File: src/rtl/sdf_pkg.sv
`default_nettype none
// +--------------------------------------------------------------------------+
// | Package : sdf_pkg                                                        |
// | Purpose : Shared types and helpers for the synchronous-dataflow actors.  |
// |           op_e selects the folding operator, emit_e selects whether      |
// |           every partial result or only the final one is written out.     |
// | Ports   : none (package)                                                 |
// | Rev     : 1.0  initial release                                           |
// +--------------------------------------------------------------------------+
package sdf_pkg;

  typedef enum logic [1:0] {
    OP_SUM = 2'd0,
    OP_MAX = 2'd1,
    OP_MIN = 2'd2
  } op_e;

  typedef enum logic {
    EMIT_ALL  = 1'b0,
    EMIT_LAST = 1'b1
  } emit_e;

  // Index/counter width that never collapses to zero bits.
  function automatic int clog2_min1(input int n);
    return (n <= 2) ? 1 : $clog2(n);
  endfunction

endpackage
`default_nettype wire

File: src/rtl/rr_arbiter.sv
`default_nettype none
// +--------------------------------------------------------------------------+
// | Module  : rr_arbiter                                                     |
// | Purpose : Round-robin arbiter. Grants the first requester found scanning |
// |           ptr, ptr+1, ... (mod N); on advance the pointer moves to the   |
// |           slot after the current grant.                                  |
// | Ports   : clk, rst      clock / synchronous active-high reset            |
// |           req[N]        request vector                                   |
// |           advance       grant was consumed this cycle                    |
// |           grant[N]      one-hot grant (all zero when no request)         |
// |           grant_idx     binary index of the grant                        |
// |           ptr           current priority pointer                         |
// | Rev     : 1.0  initial release                                           |
// +--------------------------------------------------------------------------+
module rr_arbiter
  import sdf_pkg::*;
#(
  parameter int N = 2
) (
  input  logic                       clk,
  input  logic                       rst,
  input  logic [N-1:0]               req,
  input  logic                       advance,
  output logic [N-1:0]               grant,
  output logic [clog2_min1(N)-1:0]   grant_idx,
  output logic [clog2_min1(N)-1:0]   ptr
);

  localparam int c_iw = clog2_min1(N);

  logic [c_iw-1:0] r_ptr;
  logic [c_iw-1:0] w_idx;
  logic            w_found;
  logic [2*N-1:0]  w_req2;
  logic [c_iw:0]   w_sum;

  // Rotating a doubled request vector puts requester ptr+i at bit i, so the
  // scan below only uses constant bit positions.
  assign w_req2 = {req, req} >> r_ptr;

  always_comb begin
    w_idx   = r_ptr;
    w_found = 1'b0;
    w_sum   = '0;
    for (int i = 0; i < N; i++) begin
      if (!w_found && w_req2[i]) begin
        w_found = 1'b1;
        w_sum   = {1'b0, r_ptr} + (c_iw + 1)'(i);
        if (w_sum >= (c_iw + 1)'(N)) begin
          w_sum = w_sum - (c_iw + 1)'(N);
        end
        w_idx = w_sum[c_iw-1:0];
      end
    end
  end

  assign grant     = w_found ? (N'(1) << w_idx) : '0;
  assign grant_idx = w_idx;
  assign ptr       = r_ptr;

  always_ff @(posedge clk) begin
    if (rst) begin
      r_ptr <= '0;
    end else if (advance) begin
      r_ptr <= (w_idx == c_iw'(N - 1)) ? '0 : w_idx + c_iw'(1);
    end
  end

endmodule
`default_nettype wire

File: src/rtl/sdf_rr_acc.sv
`default_nettype none
// +--------------------------------------------------------------------------+
// | Module  : sdf_rr_acc                                                     |
// | Purpose : Multi-flux SDF accumulating actor. Each firing pops one token  |
// |           from every port of one flux and folds them (sum/max/min) into  |
// |           that flux's accumulator; after NUM_OP firings the result is    |
// |           complete. Fluxes are served round-robin; output is registered. |
// | Ports   : clk, rst           clock / synchronous active-high reset       |
// |           read_port_empty    per-lane FIFO empty, lane = p + f*PORTS     |
// |           read_port_dout     per-lane token data                         |
// |           read_port_read     per-lane one-cycle pop                      |
// |           write_port_full    downstream FIFO full                        |
// |           write_port_write   downstream push                             |
// |           write_port_din     {tag, data}                                 |
// | Rev     : 1.0  initial release                                           |
// +--------------------------------------------------------------------------+
module sdf_rr_acc
  import sdf_pkg::*;
#(
  parameter int    DATA_WIDTH = 8,
  parameter int    FLUX       = 2,
  parameter int    PORTS      = 2,
  parameter int    NUM_OP     = 4,
  parameter op_e   OP         = OP_SUM,
  parameter emit_e EMIT       = EMIT_ALL,
  parameter bit    SAT        = 1'b1
) (
  input  logic                                   clk,
  input  logic                                   rst,
  input  logic [PORTS*FLUX-1:0]                  read_port_empty,
  input  logic [PORTS*FLUX*DATA_WIDTH-1:0]       read_port_dout,
  output logic [PORTS*FLUX-1:0]                  read_port_read,
  input  logic                                   write_port_full,
  output logic                                   write_port_write,
  output logic [clog2_min1(FLUX)+DATA_WIDTH-1:0] write_port_din
);

  localparam int c_tag_w = clog2_min1(FLUX);
  localparam int c_cnt_w = clog2_min1(NUM_OP);
  localparam int c_acc_w = DATA_WIDTH + $clog2(PORTS * NUM_OP) + 1;

  localparam logic [c_acc_w-1:0] c_init =
    (OP == OP_MIN) ? {c_acc_w{1'b1}} : {c_acc_w{1'b0}};
  localparam logic [c_acc_w-1:0] c_dmax =
    {{(c_acc_w - DATA_WIDTH){1'b0}}, {DATA_WIDTH{1'b1}}};
  localparam logic [c_cnt_w-1:0] c_cnt_rst = c_cnt_w'(NUM_OP - 1);

  generate
    if (NUM_OP < 1) begin : g_bad_num_op
      $error("sdf_rr_acc: NUM_OP must be at least 1");
    end
  endgenerate

  // Per-flux state and output register
  logic [c_acc_w-1:0]    r_acc [FLUX];
  logic [c_cnt_w-1:0]    r_cnt [FLUX];
  logic                  r_out_valid;
  logic [c_tag_w-1:0]    r_out_tag;
  logic [DATA_WIDTH-1:0] r_out_data;

  logic                  w_slot_ok;
  logic [FLUX-1:0]       w_ready;
  logic [FLUX-1:0]       w_final;
  logic [FLUX-1:0]       w_eligible;
  logic [FLUX-1:0]       w_grant_oh;
  logic [c_tag_w-1:0]    w_gidx;
  logic [c_tag_w-1:0]    w_ptr;
  logic                  w_fire;
  logic                  w_emit;
  logic                  w_final_g;
  logic [c_acc_w-1:0]    w_acc_sel;
  logic [c_acc_w-1:0]    w_lane;
  logic [c_acc_w-1:0]    w_step;
  logic [c_acc_w-1:0]    w_nxt;
  logic [DATA_WIDTH-1:0] w_out_next;

  assign w_slot_ok = !r_out_valid || !write_port_full;

  generate
    for (genvar f = 0; f < FLUX; f++) begin : g_flux
      assign w_ready[f] = ~|read_port_empty[f*PORTS +: PORTS];
      assign w_final[f] = (r_cnt[f] == '0);
      // Non-final EMIT_LAST firings write nothing, so they may proceed even
      // while the output register is stalled. Nothing fires during reset.
      assign w_eligible[f] = w_ready[f] && !rst &&
                             (w_slot_ok || (EMIT == EMIT_LAST && !w_final[f]));
      assign read_port_read[f*PORTS +: PORTS] = {PORTS{w_fire && w_grant_oh[f]}};
    end
  endgenerate

  assign w_fire = |w_eligible;

  rr_arbiter #(
    .N (FLUX)
  ) u_arb (
    .clk       (clk),
    .rst       (rst),
    .req       (w_eligible),
    .advance   (w_fire),
    .grant     (w_grant_oh),
    .grant_idx (w_gidx),
    .ptr       (w_ptr)
  );

  // Operand selection and folding for the granted flux.
  always_comb begin
    w_acc_sel = c_init;
    w_final_g = 1'b0;
    w_lane    = '0;
    w_step    = (OP == OP_MIN) ? c_dmax : '0;
    for (int f = 0; f < FLUX; f++) begin
      if (w_grant_oh[f]) begin
        w_acc_sel = r_acc[f];
        w_final_g = w_final[f];
        for (int p = 0; p < PORTS; p++) begin
          w_lane = c_acc_w'(read_port_dout[(f*PORTS + p)*DATA_WIDTH +: DATA_WIDTH]);
          case (OP)
            OP_MAX:  if (w_lane > w_step) w_step = w_lane;
            OP_MIN:  if (w_lane < w_step) w_step = w_lane;
            default: w_step = w_step + w_lane;
          endcase
        end
      end
    end

    case (OP)
      OP_MAX:  w_nxt = (w_step > w_acc_sel) ? w_step : w_acc_sel;
      OP_MIN:  w_nxt = (w_step < w_acc_sel) ? w_step : w_acc_sel;
      default: w_nxt = w_acc_sel + w_step;
    endcase

    // Only a sum can leave the token range; max/min results always fit.
    if (OP == OP_SUM && SAT && (w_nxt > c_dmax)) begin
      w_out_next = {DATA_WIDTH{1'b1}};
    end else begin
      w_out_next = w_nxt[DATA_WIDTH-1:0];
    end
  end

  assign w_emit = w_fire && (EMIT == EMIT_ALL || w_final_g);

  always_ff @(posedge clk) begin
    if (rst) begin
      for (int f = 0; f < FLUX; f++) begin
        r_acc[f] <= c_init;
        r_cnt[f] <= c_cnt_rst;
      end
    end else if (w_fire) begin
      for (int f = 0; f < FLUX; f++) begin
        if (w_grant_oh[f]) begin
          if (w_final[f]) begin
            r_acc[f] <= c_init;
            r_cnt[f] <= c_cnt_rst;
          end else begin
            r_acc[f] <= w_nxt;
            r_cnt[f] <= r_cnt[f] - c_cnt_w'(1);
          end
        end
      end
    end
  end

  // A new emission may load the register in the same cycle it drains.
  always_ff @(posedge clk) begin
    if (rst) begin
      r_out_valid <= 1'b0;
      r_out_tag   <= '0;
      r_out_data  <= '0;
    end else if (w_emit) begin
      r_out_valid <= 1'b1;
      r_out_tag   <= w_gidx;
      r_out_data  <= w_out_next;
    end else if (write_port_write) begin
      r_out_valid <= 1'b0;
    end
  end

  assign write_port_write = r_out_valid && !write_port_full && !rst;
  assign write_port_din   = {r_out_tag, r_out_data};

endmodule
`default_nettype wire

File: config.mk
export PLATFORM = sky130hd
export DESIGN_NAME = sdf_rr_acc
export DESIGN_NICKNAME = d
export VERILOG_FILES = /design/src/rtl/sdf_pkg.sv /design/src/rtl/rr_arbiter.sv /design/src/rtl/sdf_rr_acc.sv
export SDC_FILE = /design/constraint.sdc
export NUM_CORES = 1
export LEC_CHECK = 0
export CORE_MARGIN = 3
export CORE_UTILIZATION = 52
export DETAILED_ROUTE_END_ITERATION = 8
export PLACE_DENSITY = 0.85
export SLEW_MARGIN = 10
export SYNTH_ARGS = -nofsm -noshare
export SYNTH_HDL_FRONTEND = slang
export SYNTH_SLANG_ARGS = --single-unit
File: constraint.sdc
create_clock -name clk -period 7.9 [get_ports clk]
set_input_delay 1.58 -clock clk [delete_from_list [all_inputs] [get_ports clk]]
set_output_delay 1.58 -clock clk [all_outputs]
set_load 0.005 [all_outputs]
=== After elaboration in Yosys (flattened, before gate mapping) ===
Memory sizes are Yosys's and may differ from the RTL's.
Index checks and enable logic that the tools add are counted.

* Muxes and demuxes: 47
* Reduce and logical (&&, ||, !) cells: 22
* Shifts and indexed selects: 2
* Eq/ne operators: 0
* Divide/modulo/power cells: 0
* Multiply operators: 0
* $add $sub $neg: 10
* Order comparisons: 3
* Bitwise operators: 8

{| class="wikitable"
|+ Operators by type and width
! cell !! count
|-
| 2-to-1 mux 12 bit || 10
|-
| adder 12 x 8 -> 12 bit || 3
|-
| 2-to-1 mux 1 bit || 31
|-
| adder 12 bit || 1
|-
| > comparator 12 x 8 -> 1 bit (second input constant) || 1
|-
| 2-to-1 mux 2 bit || 5
|-
| logical AND 1 bit || 9
|-
| 2-to-1 mux 8 bit || 1
|-
| bitwise OR 1 bit || 8
|-
| zero test 1 bit || 6
|-
| OR reduction 2 bit || 3
|-
| zero test 2 bit || 2
|-
| >> shifter 4 x 1 -> 2 bit || 1
|-
| subtractor 2 x 1 -> 2 bit (second input constant) || 2
|-
| adder 1 x 1 -> 2 bit (second input constant) || 1
|-
| greater-or-equal comparator 1 x 2 -> 1 bit (second input constant) || 1
|-
| greater-or-equal comparator 2 bit (second input constant) || 1
|-
| nonzero test 2 bit || 1
|-
| left shift 1 x 1 -> 2 bit (first input constant) || 1
|-
| subtractor 1 bit (second input constant) || 2
|-
| adder 1 bit (second input constant) || 1
|-
| logical OR 1 bit || 1
|}

* Bits in registers: 11
* Logic and storage cells: 98
* Output and inout port bits: 14
* Bits in read-only memories: 0
* Memories: 2
* Bits in latches: 0
* Input bits: 39
* Bits in writable memories: 28

{| class="wikitable"
|+ Memories
! name !! depth !! bits a word !! read ports !! clocked after memory_dff !! write ports !! RTL line !! RTL
|-
| r_acc || 2 || 12 || 2 || 0 || 2 || sdf_rr_acc.sv:55 || <nowiki>logic [c_acc_w-1:0] r_acc [FLUX];</nowiki>
|-
| r_cnt || 2 || 2 || 2 || 0 || 2 || sdf_rr_acc.sv:56 || <nowiki>logic [c_cnt_w-1:0] r_cnt [FLUX];</nowiki>
|}

=== Depth between registers and ports, before layout ===
* Depth after elaboration: 21
* Gate-level depth with buffers: 28
* Mapped depth without buffers: 25

=== By module ===
A second synthesis with hierarchy kept.

* Cells, all modules: 359
* Area total of the unflattened synthesis: 3313.2 um2

{| class="wikitable"
|+ Modules (own cells, without submodules)
! module !! cells an instance !! sequential area each (um2) !! times used !! area each (um2)
|-
| sdf_rr_acc || 349 || 1041.0 || 1 || 3243.1
|-
| rr_arbiter || 10 || 20.0 || 1 || 70.1
|}

=== Worst setup path before layout ===
No wires, ideal clock.

* Path type: input to register
* Start: in write_port_full
* End: reg r_out_data[0]
* Buffers on the path: 2
* Slack: 1.327 ns
* Data arrival time: 6.431 ns
* Cell stages on the path: 22
* Library setup time: 0.142 ns
* Data required time: 7.758 ns
* Cell sequence: a2111oi_2 > nand2_4 > inv_2 > clkbuf_1 > and2_1 > ha_1 > fa_1 > fa_1 > a21o_1 > a21oi_1 > o21ai_0 > a31oi_1 > xor2_1 > o21ai_0 > ha_1 > a21o_1 > a21o_1 > a221oi_1 > xnor2_1 > and4_4 > buf_6 > a311oi_2

* Longest elaborated chain between the ends: 18
* Elaborated cells on any way between the ends: 24
* Those cells by class: add/sub: 3; order compare: 1; shift: 2; mux: 11; reduce/logical: 7

{| class="wikitable"
|+ Ends and longest elaborated chain
! what !! RTL line !! RTL
|-
| start, declared || sdf_rr_acc.sv:33 || <nowiki>input logic write_port_full,</nowiki>
|-
| zero test 1 bit * || sdf_rr_acc.sv:77 || <nowiki>assign w_slot_ok = !r_out_valid || !write_port_full;</nowiki>
|-
| logical OR 1 bit * || sdf_rr_acc.sv:77 ||
|-
| logical AND 1 bit || sdf_rr_acc.sv:85 || <nowiki>assign w_eligible[f] = w_ready[f] && !rst &&</nowiki>
|-
| >> shifter 4 x 1 -> 2 bit || rr_arbiter.sv:39 || <nowiki>assign w_req2 = {req, req} >> r_ptr;</nowiki>
|-
| 2-to-1 mux 1 bit || rr_arbiter.sv:46 || <nowiki>if (!w_found && w_req2[i]) begin</nowiki>
|-
| zero test 1 bit || rr_arbiter.sv:46 ||
|-
| logical AND 1 bit || rr_arbiter.sv:46 ||
|-
| 2-to-1 mux 1 bit || rr_arbiter.sv:46 ||
|-
| [... 2 more ...] || -- ||
|-
| 2-to-1 mux 12 bit || sdf_rr_acc.sv:112 || <nowiki>if (w_grant_oh[f]) begin</nowiki>
|-
| adder 12 x 8 -> 12 bit || sdf_rr_acc.sv:120 || <nowiki>default: w_step = w_step + w_lane;</nowiki>
|-
| 2-to-1 mux 12 bit || sdf_rr_acc.sv:112 ||
|-
| adder 12 x 8 -> 12 bit || sdf_rr_acc.sv:120 ||
|-
| 2-to-1 mux 12 bit || sdf_rr_acc.sv:112 ||
|-
| adder 12 bit || sdf_rr_acc.sv:129 || <nowiki>default: w_nxt = w_acc_sel + w_step;</nowiki>
|-
| > comparator 12 x 8 -> 1 bit || sdf_rr_acc.sv:133 || <nowiki>if (OP == OP_SUM && SAT && (w_nxt > c_dmax)) begin</nowiki>
|-
| 2-to-1 mux 8 bit || sdf_rr_acc.sv:133 ||
|-
| end signal, assigned || sdf_rr_acc.sv:172 || <nowiki>r_out_data <= w_out_next;</nowiki>
|-
| end, declared || sdf_rr_acc.sv:59 || <nowiki>logic [DATA_WIDTH-1:0] r_out_data;</nowiki>
|}

Every way passes the cells marked *; elsewhere a longest branch is shown, timed or not. The select of a mux whose other input is x is not followed.
A chain may end at the register's enable or synchronous reset.

=== Worst setup path after layout ===
* Start: in write_port_full
* End: reg r_out_data[5]

Same word-level chain as after synthesis.

==> results.sh <==
export IMPL_post_dp_cell_area_sq_mm=0.00378
export IMPL_ys_seq_area_frac=0.329
export IMPL_synth_avg_cell_area_sq_um=9.83
export IMPL_final_setup_tns_ns=0
export IMPL_period_share=0.897
export IMPL_max_slew_margin_rel=0.518
export IMPL_arrival_ns=7.22
export IMPL_cts_tree="yes"
export IMPL_overflow=0
export IMPL_dieWidth_um=84.7
export IMPL_power_w=0.000554
export IMPL_finalClockSkew_ns=0.0103
export IMPL_viasPerCell=5.79
export IMPL_final_common_cell="clkdlybuf4s50_1"
export IMPL_fill_cells=490
export IMPL_min_delay_path_class="reg2reg"
export IMPL_hold_viol=0
export IMPL_ys_types=53
export IMPL_routedWlPerCell_um=16.0
export IMPL_die_h_um=84.7
export IMPL_post_route_drc_count=0
export IMPL_die_area_sq_mm=0.00718
export IMPL_cp_num_buf_inv=2
export IMPL_critPathMaxFanout=8
export IMPL_register_area_sq_mm=0.00106
export IMPL_drt_initial_drc_count=99
export IMPL_cts_buffer_depth=2
export IMPL_crit_top_cell="a21o_1"
export IMPL_area_growth_pct=20.1
export IMPL_synth_edf_count=28
export IMPL_grt_first_pass_wirelength_mm=12.3
export IMPL_cp_slowest_cell="a2111oi_2"
export IMPL_path_clk_slew_ns=0.08
export IMPL_ctsHtreeMaxLevel=2
export IMPL_post_place_ws_ns=0.559
export IMPL_combPwrFrac=0.325
export IMPL_rsz0062_at_grt="false"
export IMPL_wirelength_mm=7.20
export IMPL_cts_setup_buffers=0
export IMPL_first_pass_iters=6
export IMPL_p_sw_w=0.000174
export IMPL_yosys_register_bits=39
export IMPL_vias=2610
export IMPL_worst_slack_ns=0.810
export IMPL_netlist_area_sq_mm=0.00322
export IMPL_intPower_w=0.000380
export IMPL_setup_viol=0
export IMPL_cpPeakStageDelay_ns=0.65
export IMPL_critPathLaunchType="input port"
export IMPL_cts_sinks=39
export IMPL_syn_num_nets=411
export IMPL_irDropWorstVdd_mv=0.153
export IMPL_final_cell_mix="clkdlybuf4s50_1, nor2_1, ha_1, edfxtp_1, a21oi_1"
export IMPL_tightest_slew_ns=0.724
export IMPL_pwr_share_seq=0.428
export IMPL_cts_repair_resized=0
export IMPL_grt_total_usage=0.211
export IMPL_layout_nets=458
export IMPL_fin_util=0.650
export IMPL_n_antenna_cell=0
export IMPL_max_cap_violations=0
export IMPL_grt_pass1_vias=2642
export IMPL_ctsHoldBuffers=0
export IMPL_p_per_area_mw_per_mm2=143
export IMPL_cp_cell_sequence="clkdlybuf4s50_1 -> a2111oi_2 -> nand2_4 -> inv_2 -> and2_1 -> ha_1 -> fa_1 -> fa_1 -> a21o_1 -> a21oi_1 -> o21ai_0 -> a31oi_1 -> xor2_1 -> o21ai_0 -> ha_1 -> a21o_1 -> a21o_1 -> a221oi_1 -> xnor2_1 -> and4_4 -> a311oi_2"
export IMPL_worstPathRequired_ns=8.03
export IMPL_dp_hpwl_mm=5.59
export IMPL_drive_gt1_frac=0.0771
export IMPL_synth_warning_count=0
export IMPL_port_buffers=52
export IMPL_multi_input_area_sq_mm=0.00205
export IMPL_crit_family="compound AO/OA/AOI/OAI gates"
export IMPL_synthArstFlopShare=0
export IMPL_place_congestion=0.828
export IMPL_numCtsBuffers=5
export IMPL_io_pins=53
export IMPL_clock_latency_ns=0.29
export IMPL_final_min_clock_period_ns=7.09
export IMPL_clockPowerShare=0.247
export IMPL_drv_slew=0
export IMPL_endpoint_kind="flop"
export IMPL_crit_type="in2reg"
export IMPL_swShare=0.314
export IMPL_antenna_found_initial=0
export IMPL_core_area_sq_mm=0.00596
export IMPL_p_leak_nw=1.67
export IMPL_synth_cells=328
export IMPL_num_rows=28
export IMPL_grt_max_degree=22
export IMPL_max_freq_mhz=141
export IMPL_ys_flop_type="edfxtp_1"
export IMPL_start_util=0.541
export IMPL_antenna_left=0
export IMPL_status="finished clean"
export IMPL_root_buffer="clkbuf_8"
export IMPL_fin_area_sq_mm=0.00387
worst reg2reg max path, stage by stage (launching register included):
cell,delay (ns)
dfxtp_1,0.39
a2111oi_2,0.56
nand2_4,0.16
inv_2,0.10
and2_1,0.15
ha_1,0.19
fa_1,0.46
fa_1,0.46
a21o_1,0.17
a21oi_1,0.22
o21ai_0,0.19
a31oi_1,0.24
xor2_1,0.16
o21ai_0,0.10
ha_1,0.37
a21o_1,0.25
a21o_1,0.19
a221oi_1,0.33
xnor2_1,0.21
and4_4,0.36
a311oi_2,0.12
cells by family after synthesis:
group,share of synthesized area
AO/OA/AOI/OAI,0.249
XOR/XNOR,0.0733
buffers and inverters,0.0345
flip-flops,0.329
adder cells (fa/ha/maj),0.180
AND/OR/NAND/NOR,0.130
other,0.00116
multiplexers,0.00310
worst paths after layout:
check	from	cells after the start	slack, ns	endpoint
worst max-delay path	write_port_full	21	0.81	r_out_data[5]$_SDFFE_PP0N_
worst min-delay path	r_out_tag$_SDFFE_PP0N_	2	0.54	r_out_tag$_SDFFE_PP0N_
worst max register to register	r_out_valid$_SDFFE_PP0P_	20	2.35	r_out_data[5]$_SDFFE_PP0N_
worst min register to register	r_out_tag$_SDFFE_PP0N_	2	0.54	r_out_tag$_SDFFE_PP0N_
registers in the layout, indices dropped and copies added (netlist names):
signal / flops
r_out_tag: 1
r_out_valid: 1
r_cnt: 4
r_acc: 24
r_out_data: 8
u_arb.ptr: 1
cell type report:
type	count	share of cell area
Clock inverter	3	0.00646
Multi-Input combinational cell	265	0.530
Clock buffer	5	0.0178
Sequential cell	39	0.274
Tap cell	75	0.0242
Inverter	10	0.00969
Timing Repair Buffer	54	0.138
power by group through the flow:
stage	registers [W]	clock network (W)	logic (W)
6_report	0.000237	0.000137	0.000180
5_1_grt	0.000239	0.000148	0.000200
3_5_place_dp	0.000242	0	0.000178
2_1_floorplan	0.000241	0	0.000122
3_3_place_gp	0.000241	0	0.000173
4_1_cts	0.000237	0.000140	0.000180
stage by stage:
stage	cells	hold slack, ns
final	451	0.541
after global routing	451	0.549
after CTS	451	0.544
after detailed placement	443	0.529
after global placement	443	0.461
after floorplan	328	0.449
Yosys cell counts (5+ instances only):
| cell | instances | area share |
|---|---|---|
| ha_1 | 40 | 0.16 |
| a311oi_2 | 8 | 0.037 |
| xor2_1 | 15 | 0.041 |
| a21o_1 | 15 | 0.035 |
| nand2_1 | 13 | 0.015 |
| edfxtp_1 | 28 | 0.26 |
| nor2_1 | 49 | 0.057 |
| a22o_1 | 12 | 0.033 |
| xnor2_1 | 12 | 0.033 |
| o21bai_1 | 6 | 0.014 |
| nand2b_1 | 6 | 0.012 |
| clkbuf_1 | 8 | 0.0093 |
| inv_1 | 8 | 0.0093 |
| a21oi_1 | 19 | 0.029 |
| nor3_1 | 5 | 0.0078 |
| o21ai_0 | 11 | 0.017 |
| dfxtp_1 | 11 | 0.068 |
routing by layer:
layer / GRT usage / wire [um]
met4: 0.0518 / 66
met5: 0 / 0
met3: 0.0294 / 448
met1: 0.280 / 3310
met2: 0.364 / 3370
Note: power is estimated with default switching activity, not from simulation.
